==> src/rtl/mem_arb_pkg.sv <==
// Shared types for the memory arbiter: arbitration state, grant owner and
// memory write-enable codes.
package mem_arb_pkg;

  typedef enum logic [1:0] {
    IDLE,
    CPU,
    LDR,
    LDR_LOCK
  } arb_state_t;

  typedef enum logic {
    OWN_CPU,
    OWN_LDR
  } owner_t;

  localparam logic [1:0] MEMW_NONE = 2'b00;

  // Bit positions of each master inside the request/grant vectors
  localparam int REQ_CPU = 0;
  localparam int REQ_LDR = 1;

endpackage

==> src/rtl/arb2_rr.sv <==
// Two-input round-robin arbiter (bit 0 = CPU, bit 1 = loader) with a bounded
// burst lock that lets the loader keep ownership for up to MAXBURST grants.
module arb2_rr
  import mem_arb_pkg::*;
#(
  parameter int MAXBURST = 8
) (
  input  logic                            clk,
  input  logic                            reset,
  input  logic [1:0]                      req,
  input  logic                            lock,
  output logic [1:0]                      gnt,
  output arb_state_t                      state,
  output logic [$clog2(MAXBURST+1)-1:0]   burst_cnt,
  output owner_t                          last
);

  localparam int CW = $clog2(MAXBURST + 1);
  localparam logic [CW-1:0] MAXB = CW'(MAXBURST);

  arb_state_t     state_nxt;
  logic [CW-1:0]  cnt_nxt;
  owner_t         last_nxt;

  // Grant is purely combinational from the requests and last cycle's owner;
  // a lone requester always wins, ties honour the lock and then alternate.
  always_comb begin
    gnt       = 2'b00;
    state_nxt = IDLE;
    cnt_nxt   = '0;
    last_nxt  = last;

    if (!reset) begin
      case (req)
        2'b01: gnt[REQ_CPU] = 1'b1;
        2'b10: gnt[REQ_LDR] = 1'b1;
        2'b11: begin
          if (state == LDR_LOCK && burst_cnt < MAXB)
            gnt[REQ_LDR] = 1'b1;
          else if (last == OWN_LDR)
            gnt[REQ_CPU] = 1'b1;
          else
            gnt[REQ_LDR] = 1'b1;
        end
        default: gnt = 2'b00;
      endcase
    end

    if (gnt[REQ_CPU]) begin
      state_nxt = CPU;
      last_nxt  = OWN_CPU;
    end else if (gnt[REQ_LDR]) begin
      last_nxt = OWN_LDR;
      if (lock) begin
        state_nxt = LDR_LOCK;
        cnt_nxt   = (burst_cnt == MAXB) ? MAXB : burst_cnt + 1'b1;
      end else begin
        state_nxt = LDR;
      end
    end
  end

  always_ff @(posedge clk or posedge reset) begin
    if (reset) begin
      state     <= IDLE;
      burst_cnt <= '0;
      last      <= OWN_LDR;
    end else begin
      state     <= state_nxt;
      burst_cnt <= cnt_nxt;
      last      <= last_nxt;
    end
  end

endmodule

==> src/rtl/mem_arbiter.sv <==
// Single-port memory arbiter between the MIPS core and the loader/debug
// master: muxes the granted access into memory and registers read data back.
module mem_arbiter
  import mem_arb_pkg::*;
#(
  parameter int N        = 32,
  parameter int MAXBURST = 8
) (
  input  logic         clk,
  input  logic         reset,

  input  logic         cpu_req,
  input  logic [1:0]   cpu_we,
  input  logic [N-1:0] cpu_adr,
  input  logic [N-1:0] cpu_wdata,
  output logic         cpu_gnt,
  output logic         cpu_stall,
  output logic [N-1:0] cpu_rdata,
  output logic         cpu_rvalid,

  input  logic         ldr_req,
  input  logic         ldr_lock,
  input  logic [1:0]   ldr_we,
  input  logic [N-1:0] ldr_adr,
  input  logic [N-1:0] ldr_wdata,
  output logic         ldr_gnt,
  output logic [N-1:0] ldr_rdata,
  output logic         ldr_rvalid,

  output logic [N-1:0] mem_adr,
  output logic [N-1:0] mem_wdata,
  output logic [1:0]   mem_we,
  input  logic [N-1:0] mem_rdata
);

  localparam int CW = $clog2(MAXBURST + 1);
  localparam logic [CW-1:0] MAXB = CW'(MAXBURST);

  logic [1:0]    gnt;
  arb_state_t    state;
  logic [CW-1:0] burst_cnt;
  owner_t        last;
  logic          cpu_rd;
  logic          ldr_rd;

  arb2_rr #(
    .MAXBURST (MAXBURST)
  ) u_arb (
    .clk       (clk),
    .reset     (reset),
    .req       ({ldr_req, cpu_req}),
    .lock      (ldr_lock),
    .gnt       (gnt),
    .state     (state),
    .burst_cnt (burst_cnt),
    .last      (last)
  );

  assign cpu_gnt   = gnt[REQ_CPU];
  assign ldr_gnt   = gnt[REQ_LDR];
  assign cpu_stall = cpu_req & ~gnt[REQ_CPU] & ~reset;

  assign cpu_rd = gnt[REQ_CPU] && (cpu_we == MEMW_NONE);
  assign ldr_rd = gnt[REQ_LDR] && (ldr_we == MEMW_NONE);

  // With no grant the CPU fields sit on the bus but the write is suppressed
  always_comb begin
    mem_adr   = cpu_adr;
    mem_wdata = cpu_wdata;
    mem_we    = MEMW_NONE;
    if (gnt[REQ_LDR]) begin
      mem_adr   = ldr_adr;
      mem_wdata = ldr_wdata;
      mem_we    = ldr_we;
    end else if (gnt[REQ_CPU]) begin
      mem_we = cpu_we;
    end
  end

  always_ff @(posedge clk or posedge reset) begin
    if (reset) begin
      cpu_rvalid <= 1'b0;
      ldr_rvalid <= 1'b0;
      cpu_rdata  <= '0;
      ldr_rdata  <= '0;
    end else begin
      cpu_rvalid <= cpu_rd;
      ldr_rvalid <= ldr_rd;
      if (cpu_rd)
        cpu_rdata <= mem_rdata;
      if (ldr_rd)
        ldr_rdata <= mem_rdata;
    end
  end

  // Structural invariants between the arbiter's owner state and its counters
  a_one_hot:   assert property (@(posedge clk) disable iff (reset) !(&gnt));
  a_cnt_range: assert property (@(posedge clk) disable iff (reset) burst_cnt <= MAXB);
  a_lock_cnt:  assert property (@(posedge clk) disable iff (reset)
                 (state == LDR_LOCK) |-> (burst_cnt != '0));
  a_cpu_last:  assert property (@(posedge clk) disable iff (reset)
                 (state == CPU) |-> (last == OWN_CPU));
  a_ldr_last:  assert property (@(posedge clk) disable iff (reset)
                 (state == LDR || state == LDR_LOCK) |-> (last == OWN_LDR));

endmodule

==> config.mk <==
export PLATFORM = sky130hd
export DESIGN_NAME = mem_arbiter
export DESIGN_NICKNAME = d
export VERILOG_FILES = /design/src/rtl/mem_arb_pkg.sv /design/src/rtl/arb2_rr.sv /design/src/rtl/mem_arbiter.sv
export SDC_FILE = /design/constraint.sdc
export NUM_CORES = 1
export LEC_CHECK = 0
export BUFFER_PORTS_ARGS = -buffer_cell sky130_fd_sc_hd__buf_2
export CORE_AREA = 2 2 117 119
export DETAILED_ROUTE_END_ITERATION = 7
export DIE_AREA = 0 0 119 121
export GPL_ROUTABILITY_DRIVEN = 0
export GPL_TIMING_DRIVEN = 0
export SLEW_MARGIN = 10
export SYNTH_ARGS = -nofsm -noshare
export SYNTH_HDL_FRONTEND = slang
export SYNTH_SLANG_ARGS = --single-unit
==> constraint.sdc <==
create_clock -name clk -period 2.8 [get_ports clk]
set_input_delay 0.28 -clock clk [delete_from_list [all_inputs] [get_ports clk]]
set_output_delay 0.28 -clock clk [all_outputs]
set_load 0.01 [all_outputs]
# Word level (Yosys, flattened, before mapping)
# Index checks and enable logic that the tools add are counted.
# W data, S select, Z words.
[totals] reg_bits=73 output_inout_bits=135 in_bits=169 word_cells=44
[classes] muxes=20 n_eq_ne=5 n_addsub=1 bitwise_logic=4 reduce_logical=6 order_cmp=1
[op_table] op="$mux W32" count=2
[op_table] op="$mux W4" count=4
[op_table] op="$mux W2" count=5
[op_table] op="$mux W1" count=7
[op_table] op="$eq A2 B2 Y1 const B" count=3
[op_table] op="$add A4 B1 Y4 const B" count=1
[op_table] op="$eq A4 B4 Y1 const B" count=1
[op_table] op="$logic_not A2 Y1" count=2
[op_table] op="$lt A4 B4 Y1 const B" count=1
[op_table] op="$pmux W1 S2" count=2
[op_table] op="$logic_and A1 B1 Y1" count=3
[op_table] op="$and A1 B1 Y1" count=2
[op_table] op="$eq A2 B1 Y1 const B" count=1
[op_table] op="$not A1 Y1" count=2
[op_table] op="$reduce_bool A2 Y1" count=1

# Depth between registers and ports, before layout
# Gate-level depths: netlist (run 1).
[logic_depth] ltp_word=8 ltp_mapped=5 depth_no_buf=5

# By module
# Synthesis (run 1) repeated with hierarchy kept, for this count alone.
[hier_totals] hier_cells=247 area_unflattened_um2=3623.5
[modules_own_cells] mod="mem_arbiter" area_each_um2=3239.4 seq_area_each_um2=1651.6 n_inst=1 cells_per_inst=214
[modules_own_cells] mod="arb2_rr" area_each_um2=384.1 seq_area_each_um2=176.4 n_inst=1 cells_per_inst=33

# Worst setup path after synthesis (run 1)
# No wires, ideal clock.
[synth_path] path_kind="reg-to-output" startpoint="register u_arb.last" endpoint="output mem_wdata[24]" t_required_ps=2520 n_path_buf=2 path_stages_with_launch=6 setup_slack_ps=1075 arrival_time_ps=1445 cell_sequence="dfstp_2 nand2_1 o21ai_4 buf_6 buf_6 mux2_4"
[synth_between] elab_chain_cells=5
[synth_rtl] item="start: declaration" line_no="arb2_rr.sv:15" rtl="output owner_t last"
[synth_rtl] item="start signal: assignment" line_no="arb2_rr.sv:71" rtl="last <= last_nxt;"
[synth_rtl] item="$mux W1" line_no="arb2_rr.sv:40" rtl="else if (last == OWN_LDR)"
[synth_rtl] item="$mux W1" line_no="arb2_rr.sv:38" rtl="if (state == LDR_LOCK && burst_cnt < MAXB)"
[synth_rtl] item="$pmux W1 S2" line_no="arb2_rr.sv:34" rtl="case (req)"
[synth_rtl] item="$mux W2" line_no="arb2_rr.sv:33" rtl="if (!reset) begin"
[synth_rtl] item="$mux W32" line_no="mem_arbiter.sv:71" rtl="if (gnt[REQ_LDR]) begin"
[synth_rtl] item="end: declaration" line_no="mem_arbiter.sv:31" rtl="output logic [N-1:0] mem_wdata,"
# Every way passes these cells.

# Worst setup path after layout (run 1)
[layout_path] startpoint="input reset" endpoint="output mem_wdata[29]"
[layout_between] elab_chain_cells=2
[layout_rtl] item="start: declaration" line_no="mem_arbiter.sv:10" rtl="input logic reset,"
[layout_rtl] item="$mux W2" line_no="arb2_rr.sv:33"
[layout_rtl] item="$mux W32" line_no="mem_arbiter.sv:71"
# Every way passes these cells.

==> results.yml, run 1 <==
clock_tree:
  post-cts-setup-buffers: 0
  cts_buffers: 9
  cts_root_buffer: "clkbuf_16"
  cts_tree: "yes"
  htree_levels: 3
  clkLatencyLatePin_ns: 0.33
  cts.sink_count: 73
  clock_path_buffers: 2
  clk_pin_slew_ns: 0.06
floorplanning:
  ios: 304
  rows: 42
  die_width_um: 119
  die_area_um2: 14400
  core_region_area_um2: 13100
  initial_core_util_pct: 28.4
  fp.dieH_um: 121
timing:
  period_share_pct: 88.7
  tightestPinTransition_ns: 0.462
  rsz0062_at_grt: "no"
  slew_viol_final: 0
  finalHoldViolations: 0
  slew_headroom_pct: 69.2
  setup_violations: 0
  timing.hold.ws_ns: 0.185
  finalCriticalPeriod_ns: 2.48
  skew_ns: 0.00959
  setup_tns_ns: 0
  fmax_mhz: 403
global_routing:
  grt_max_degree: 40
  gr-total-overflow: 0
  grt_pass1_wl_mm: 18.9
  grt_pass1_vias: 3443
  antenna_found_initial: 0
  grt_use_total_pct: 17.2
logic_synthesis:
  syn-num-nets: 423
  syn_area_um2: 3720
  synthCells: 252
  ys_seq_area_share_pct: 49.2
  ys_warn_count: 0
  synthTopCellsByArea: "dfrtp_1 (48%), mux2_2 (34%), mux2_4 (6.9%)"
  synth_cell_type_count: 31
  synth_edf_count: 0
  async_reset_ff_share_pct: 100
  synth_ff_type: "dfrtp_1"
  syn_area_per_cell_um2: 14.8
  ys_seq_elements: 73
  synth_largest_area_cell: "dfrtp_1"
  synth_top_cell_area_share_pct: 48.5
placement:
  io_buffers: 303
  hpwl_mm: 10.7
detailed_routing:
  drtIter0Drc: 64
  wl_per_cell_um: 16.9
  vias: 3300
  ant_nets: 0
  viasPerCell: 4.41
  wl_mm: 12.7
  dr.pass1.iters: 4
  drc: 0
setup_path:
  start_kind: "input port"
  cp_data_required_time_ns: 2.52
  cp_max_fo: 10
  critical_path_class: "in2out"
  crit_arrival_ns: 2.20
  worstSetupEndpointType: "primary output"
power_and_ir_drop:
  leakagePower_nw: 3.13
  p_int_mw: 2.72
  comb_power_share_pct: 30.3
  seqPwrFrac_pct: 38.2
  power_mw: 3.80
  switchingPower_mw: 1.07
  power.share.switching_pct: 28.3
  power_density_nw_per_um2: 655
  ir_worst_vdd_mv: 0.555
  p_clk_share_pct: 31.4
layout:
  layout-drive-gt1-share_pct: 81.0
  areaGrowthSynthToFinish_pct: 56.0
  fillers: 1254
  antennaDiodeCount: 0
  fin_nets: 739
  finish.utilization_pct: 44.3
run:
  max_cap_violations: 0
run_status:
  status: "completed"
hold_path:
  hold_path.class: "in2reg"
## path summary, 6_finish.rpt
kind	from	end	slack, ns	cells after the start
setup / recovery	reset	mem_wdata[29]	0.32	8
hold / removal	mem_rdata[8]	cpu_rdata[8]$_DFFE_PP0P_	0.19	2
setup reg to reg	u_arb.burst_cnt[3]$_DFF_PP0_	cpu_rdata[14]$_DFFE_PP0P_	1.02	4
hold reg to reg	ldr_rdata[10]$_DFFE_PP0P_	ldr_rdata[10]$_DFFE_PP0P_	0.50	1
max in group asynchronous	reset	ldr_rdata[4]$_DFFE_PP0P_	1.69	4
min in group asynchronous	reset	u_arb.burst_cnt[3]$_DFF_PP0_	0.56	3
## kinds of logic (layout without fill, tap and decap cells)
| group | Yosys count | count (layout) | synth area share, % |
|---|---|---|---|
| adder cells (fa/ha/maj) | 2 | 2 | 0.673 |
| XOR/XNOR | 1 | 1 | 0.236 |
| AO/OA/AOI/OAI | 9 | 9 | 2.52 |
| multiplexers | 128 | 128 | 40.5 |
| buffers and inverters | 22 | 343 | 4.04 |
| flip-flops | 73 | 73 | 49.2 |
| AND/OR/NAND/NOR | 17 | 17 | 2.86 |
## registers in the layout, summed over array words and instances (netlist names)
register,cells
cpu_rdata,32
cpu_rvalid,1
ldr_rdata,32
ldr_rvalid,1
u_arb.burst_cnt,4
u_arb.last,1
u_arb.state,2
## routing by layer
| layer | share of wire, % | GRT usage, % | routed length (um) | vias up |
|---|---|---|---|---|
| li1 | - | - | - | 1541 |
| met1 | 41 | 21.3 | 5170 | 1588 |
| met2 | 47 | 26.9 | 6010 | 159 |
| met3 | 10 | 8.46 | 1280 | 12 |
| met4 | 1.7 | 4.32 | 214 | 0 |
| met5 | 0 | 0 | 0 | - |
## through the flow
step	instances	cell area (um2)	setup WS, ns
final	749	5800	0.316
after global routing	749	5800	0.244
after CTS	749	5800	0.283
after detailed placement	732	5480	0.732
after global placement	731	5450	-0.207
after floorplan	252	3720	0.668
## synth_stat cells, types with 2 or more instances
library cell,count
a22o_1,2
ha_1,2
dfrtp_1,72
nor2b_1,3
inv_1,8
mux2_4,17
nand2_1,2
and3_1,3
buf_6,5
mux2_2,111
buf_2,3
nor2_1,2
buf_4,4
## worst max-delay path, stage by stage
cell	delay, ns
dlygate4sd3_1	0.53
buf_2	0.15
and2b_1	0.26
o21ai_4	0.13
buf_6	0.19
buf_6	0.18
mux2_4	0.31
buf_2	0.17
## repair_timing
action                    CTS  global route
hold buffers                1             0
hold endpoints to repair   19             0
gates resized for setup     0             0
## layout make-up
| class | count | area [um2] | area share [%] |
|---|---|---|---|
| flip-flops and latches | 73 | 1830 | 31.5 |
| multi-input cells | 157 | 1740 | 30.0 |
| repair buffers | 305 | 1550 | 26.7 |
| clock buffers | 11 | 233 | 4.01 |
| well taps | 176 | 220 | 3.80 |
| plain buffers | 14 | 120 | 2.07 |
| clock inverters | 5 | 80.1 | 1.38 |
| inverters | 8 | 32.5 | 0.561 |
## cells in the final DEF, fill, tap and decap left out, types with 2 or more instances in the layout
cell type / count
a22o_1: 2
clkbuf_16: 9
nor2b_1: 3
clkinvlp_4: 2
buf_6: 5
mux2_4: 17
dfrtp_1: 72
and3_1: 3
buf_4: 4
nand2_1: 2
inv_1: 7
bufinv_16: 2
ha_1: 2
buf_2: 306
mux2_2: 111
nor2_1: 2
clkbuf_1: 3
## power groups by stage
stage / Sequential (mW) / Combinational (mW) / Clock [mW]
floorplan: 1.59 / 0.471 / 0
global placement: 1.45 / 1.15 / 0
detailed placement: 1.47 / 1.17 / 0
CTS: 1.45 / 1.18 / 1.24
global route: 1.49 / 1.25 / 1.29
finish: 1.45 / 1.15 / 1.19
Power figures use the tool's default switching activity.
==> inputs of run 2 (changes only) <==
- ABC_CLOCK_PERIOD_IN_PS: not set -> 2300
- REMOVE_ABC_BUFFERS: not set -> 1
- clock period: 2.8 -> 2.3 ns (I/O delays scaled with it)
==> run 2 against run 1 <==
Compared with the run above: sequential cell count is the same; total power up 19%; combinational power increased by 28%; global-route usage grew 1.8 points; non-clock buffer count increased by 2; wire length is 11% higher; final cell count is 0.53% higher; critical path depth shrank 2; largest cell class is now non-clock buffers.
==> results.yml, run 2 (synthesis gave the netlist of run 1 again) <==
timing:
  skew_ns: 0.00379
  slew_headroom_pct: 67.1
  period_share_pct: 96.7
  finalHoldViolations: 0
  timing.hold.ws_ns: 0.152
  tightestPinTransition_ns: 0.492
  setup_slack_ns: 0.0760
  slew_viol_final: 0
  finalCriticalPeriod_ns: 2.22
  fmax_mhz: 450
  setup_violations: 0
  rsz0062_at_grt: "yes"
power_and_ir_drop:
  power_density_nw_per_um2: 758
  ir_worst_vdd_mv: 0.265
  power_mw: 4.51
  leakagePower_nw: 3.22
floorplanning:
  rows: 42
  fp.dieH_um: 121
  core_region_area_um2: 13100
  initial_core_util_pct: 28.4
  die_area_um2: 14400
  ios: 304
  die_width_um: 119
run_status:
  status: "completed"
clock_tree:
  clk_pin_slew_ns: 0.06
  cts.sink_count: 73
  cts_buffers: 9
  cts_tree: "yes"
  cts_root_buffer: "clkbuf_16"
  clock_path_buffers: 2
  htree_levels: 3
  clkLatencyLatePin_ns: 0.32
layout:
  areaGrowthSynthToFinish_pct: 60.2
  largestRegisters: "cpu_rdata (32), ldr_rdata (32), u_arb.burst_cnt (4)"
  layout-drive-gt1-share_pct: 81.4
  fillers: 1240
  fin_nets: 741
  final_cells: 753
  mostFrequentLayoutCell: "buf_2"
  finish.utilization_pct: 45.5
  final_cell_mix: "buf_2 (303), mux2_2 (109), dfrtp_1 (72)"
global_routing:
  gr-total-overflow: 0
  grt_use_total_pct: 19.0
  grt_max_degree: 55
  grt_pass1_wl_mm: 20.3
  grt_pass1_vias: 3598
  antenna_found_initial: 6
setup_path:
  r2r_slack_ns: 0.46
  cp_data_required_time_ns: 2.07
  worstSetupEndpointType: "primary output"
  rr_endpoint: "cpu_rdata[22]$_DFFE_PP0P_"
  cp_max_fo: 12
  start_kind: "register"
  crit_arrival_ns: 1.99
  worstRegToRegCells: 5
  r2r-start: "u_arb.last$_DFFE_PP1P_"
  critical_path_class: "reg2out"
hold_path:
  hold_end: "ldr_rdata[17]$_DFFE_PP0P_"
  hold_path.class: "in2reg"
  hold_path.startpoint: "mem_rdata[17]"
  worstHoldPathCells: 2
detailed_routing:
  dr.pass1.iters: 4
  wl_per_cell_um: 18.6
  ant_nets: 0
  vias: 3391
  drc: 0
  viasPerCell: 4.50
  drtIter0Drc: 147
  wl_mm: 14.0
placement:
  place_inst: 724
  dp_slack_ns: 0.0772
  hpwl_mm: 11.7
  io_buffers: 303
run:
  max_cap_violations: 0
## run 2: worst max-delay path by stage
stage / cells after the start / slack (ns) / to / from
finish: 6 / 0.08 / mem_adr[13] / u_arb.last$_DFFE_PP1P_
global route: 6 / -0.01 / mem_adr[9] / u_arb.last$_DFFE_PP1P_
CTS: 6 / 0.001 / mem_adr[13] / u_arb.last$_DFFE_PP1P_
detailed placement: 3 / 0.08 / ldr_rdata[28]$_DFFE_PP0P_ / u_arb.last$_DFFE_PP1P_
global placement: 5 / -1.09 / mem_we[0] / u_arb.last$_DFFE_PP1P_
floorplan: 4 / -0.57 / mem_we[0] / u_arb.last$_DFFE_PP1P_
## run 2: through the flow
| step | instance area, um2 | setup TNS (ns) |
|---|---|---|
| 6_report | 5950 | 0 |
| 5_1_grt | 5950 | -0.0853 |
| 3_3_place_gp | 5330 | -128.72 |
| 2_1_floorplan | 3600 | -20.88 |
| 3_5_place_dp | 5480 | 0 |
| 4_1_cts | 5860 | 0 |
## run 2: power by group
part           switching, mW  total [mW]  leakage (nW)  internal, mW
combinational          0.675        1.47          2.19         0.797
clock                  0.492        1.28         0.133         0.788
sequential             0.149        1.76         0.892          1.61
## run 2: area by class of cell
class	count	area (um2)	area share [%]
repair buffers	321	1830	30.8
flip-flops and latches	73	1830	30.7
multi-input cells	157	1750	29.5
clock buffers	14	264	4.43
well taps	176	220	3.70
inverters	8	36.3	0.609
clock inverters	2	12.5	0.210
diodes	2	5.00	0.0841
## run 2: what timing repair did
| item | CTS | global route |
|---|---|---|
| hold buffers | 1 | 0 |
| cloned | 1 | 2 |
| pin swaps | 1 | 2 |
| gates resized for setup | 4 | 2 |
| setup buffers | 4 | 2 |
| hold endpoints to repair | 18 | 0 |
| setup endpoints to repair | 44 | 32 |
## run 2: routing by layer
metal | vias up | wire length [um] | track usage (%)
met5 | - | 61 | 0
met3 | 16 | 1430 | 8.41
met1 | 1649 | 5230 | 20.9
met4 | 8 | 151 | 5.13
li1 | 1543 | - | -
met2 | 175 | 7150 | 33.5
## run 2: worst max-delay path, stage by stage, from the launching register on
cell and delay, ns:
dfstp_2 0.56, nand2_4 0.07, o21ai_4 0.17, buf_6 0.13
bufbuf_16 0.27, mux2_2 0.33, buf_2 0.14
==> inputs of run 3 (changes only) <==
- CORE_AREA: 2 2 117 119 -> 3 3 118 120
- DIE_AREA: 0 0 119 121 -> 0 0 121 123
==> run 3 against run 2 <==
Compared with the run above: setup slack got worse by 0.021 ns; sequential power about the same; clock skew is essentially flat; register-to-register slack lost 0.29 ns; via count down 0.77%; first-iteration DRC count rose by 16%; cell area shrank 1.0%; wire length is 6.7% higher; global-route usage is essentially flat.
==> results.yml, run 3 (synthesis gave the netlist of run 1 again) <==
layout:
  mostFrequentLayoutCell: "buf_2"
  layout-drive-gt1-share_pct: 81.3
  antennaDiodeCount: 0
  areaGrowthSynthToFinish_pct: 58.5
  final_cell_mix: "buf_2 (303), mux2_2 (105), dfrtp_1 (72)"
  final_cells: 747
  fillers: 1236
  finish.utilization_pct: 45.0
  largestRegisters: "cpu_rdata (32), ldr_rdata (32), u_arb.burst_cnt (4)"
  final_area_um2: 5890
  fin_nets: 737
hold_path:
  hold_path.class: "in2reg"
  hold_path.startpoint: "mem_rdata[8]"
  worstHoldPathCells: 2
  hold_end: "ldr_rdata[8]$_DFFE_PP0P_"
global_routing:
  globalRouteMet2Util_pct: 32.2
  use_met3_pct: 6.36
  grt_use_total_pct: 19.1
  grt-busiest-layer: "met2"
  gr-total-overflow: 0
  use_met1_pct: 22.5
  antenna_found_initial: 5
  grt_pass1_vias: 3452
  grt_max_degree: 44
  grt_pass1_wl_mm: 20.5
setup_path:
  crit_arrival_ns: 2.01
  start_kind: "register"
  critPathTopFamily: "flip-flops"
  cp_data_required_time_ns: 2.07
  critical_path_class: "reg2out"
  cp_max_fo: 17
  rr_endpoint: "ldr_rdata[17]$_DFFE_PP0P_"
  crit_path_top_delay_cell: "dfstp_2"
  worstRegToRegCells: 3
  critPathMaxStageDelay_ns: 0.55
  critical_path_buf_inv_count: 3
  r2r_slack_ns: 0.17
  r2r-start: "u_arb.last$_DFFE_PP1P_"
  worstSetupEndpointType: "primary output"
  crit_chain: "nand2_2 -> o21ai_4 -> buf_12 -> buf_16 -> mux2_2 -> buf_2"
timing:
  finalCriticalPeriod_ns: 2.24
  setup_violations: 0
  skew_ns: 0.00396
  slew_viol_final: 0
  finalHoldViolations: 0
  rsz0062_at_grt: "yes"
  slew_headroom_pct: 20.8
  period_share_pct: 97.6
  tightestPinTransition_ns: 1.18
  fmax_mhz: 445
floorplanning:
  core_region_area_um2: 13100
  die_width_um: 121
  initial_core_util_pct: 28.4
  ios: 304
  rows: 42
  fp.dieH_um: 123
  die_area_um2: 14900
clock_tree:
  cts_root_buffer: "clkbuf_16"
  clock_path_buffers: 2
  cts_tree: "yes"
  clkLatencyLatePin_ns: 0.32
  cts_buffers: 9
  htree_levels: 3
  clk_pin_slew_ns: 0.06
  cts.sink_count: 73
placement:
  io_buffers: 303
  place_inst: 723
  hpwl_mm: 12.7
  placed_area_um2: 5450
power_and_ir_drop:
  ir_worst_vdd_mv: 0.355
  power_density_nw_per_um2: 784
  power_mw: 4.62
  leakagePower_nw: 3.21
detailed_routing:
  vias: 3365
  ant_nets: 0
  dr.pass1.iters: 4
  viasPerCell: 4.50
  wl_per_cell_um: 20.0
  drc: 0
  drtIter0Drc: 170
  wl_mm: 15.0
run_status:
  status: "completed"
run:
  max_cap_violations: 0
run 3: cell count changes in the layout (fill, tap and decap cells not counted), moves of 2 or more:
cell,change
clkinvlp_4,-2
diode_2,-2
clkinv_4,+2
mux2_4,+4
mux2_2,-4
clkbuf_16,-2
run 3: metrics by stage:
stage               hold slack, ns  setup TNS (ns)  setup slack (ns)
CTS                          0.135        -0.00411          -0.00237
floorplan                    0.347          -20.88            -0.567
global route                 0.144         -0.0227           -0.0109
global placement             0.474         -125.25             -1.16
detailed placement           0.274               0            0.0888
finish                       0.147               0            0.0550
run 3: layout make-up:
| class | instances | area (um2) | area share, % |
|---|---|---|---|
| inverter | 8 | 32.5 | 0.552 |
| multi-input combinational | 157 | 1760 | 29.9 |
| sequential | 73 | 1830 | 31.0 |
| clock inverter | 4 | 52.6 | 0.892 |
| clock buffer | 12 | 246 | 4.18 |
| timing repair buffer | 317 | 1750 | 29.7 |
| tap | 176 | 220 | 3.74 |
run 3: report_power, final:
part	internal (mW)	leakage, nW	total (mW)	switching (mW)
combinational	0.787	2.17	1.48	0.693
clock	0.871	0.147	1.38	0.505
sequential	1.61	0.892	1.77	0.154
run 3: repair_timing:
action	CTS	global route
endpoints found under the setup margin	49	16
cloned	2	0
pin swaps	1	1
setup buffers	3	2
hold buffers	1	0
endpoints found under the hold margin	30	0
gates resized for setup	4	6
run 3: how the worst max path moves through the flow:
stage / slack [ns] / from / end / cells past startpoint
2_1_floorplan: -0.57 / u_arb.last$_DFFE_PP1P_ / mem_we[0] / 4
3_3_place_gp: -1.16 / u_arb.last$_DFFE_PP1P_ / mem_we[1] / 5
3_5_place_dp: 0.09 / u_arb.last$_DFFE_PP1P_ / ldr_rdata[17]$_DFFE_PP0P_ / 3
4_1_cts: -0.002 / u_arb.burst_cnt[3]$_DFF_PP0_ / mem_wdata[25] / 6
5_1_grt: -0.01 / u_arb.last$_DFFE_PP1P_ / mem_wdata[6] / 6
6_report: 0.06 / u_arb.last$_DFFE_PP1P_ / mem_adr[3] / 6
run 3: metal layers:
layer,up-vias,share of wire (%)
met5,-,0.36
li1,1540,-
met1,1606,37
met3,25,10
met4,8,2.3
met2,186,50
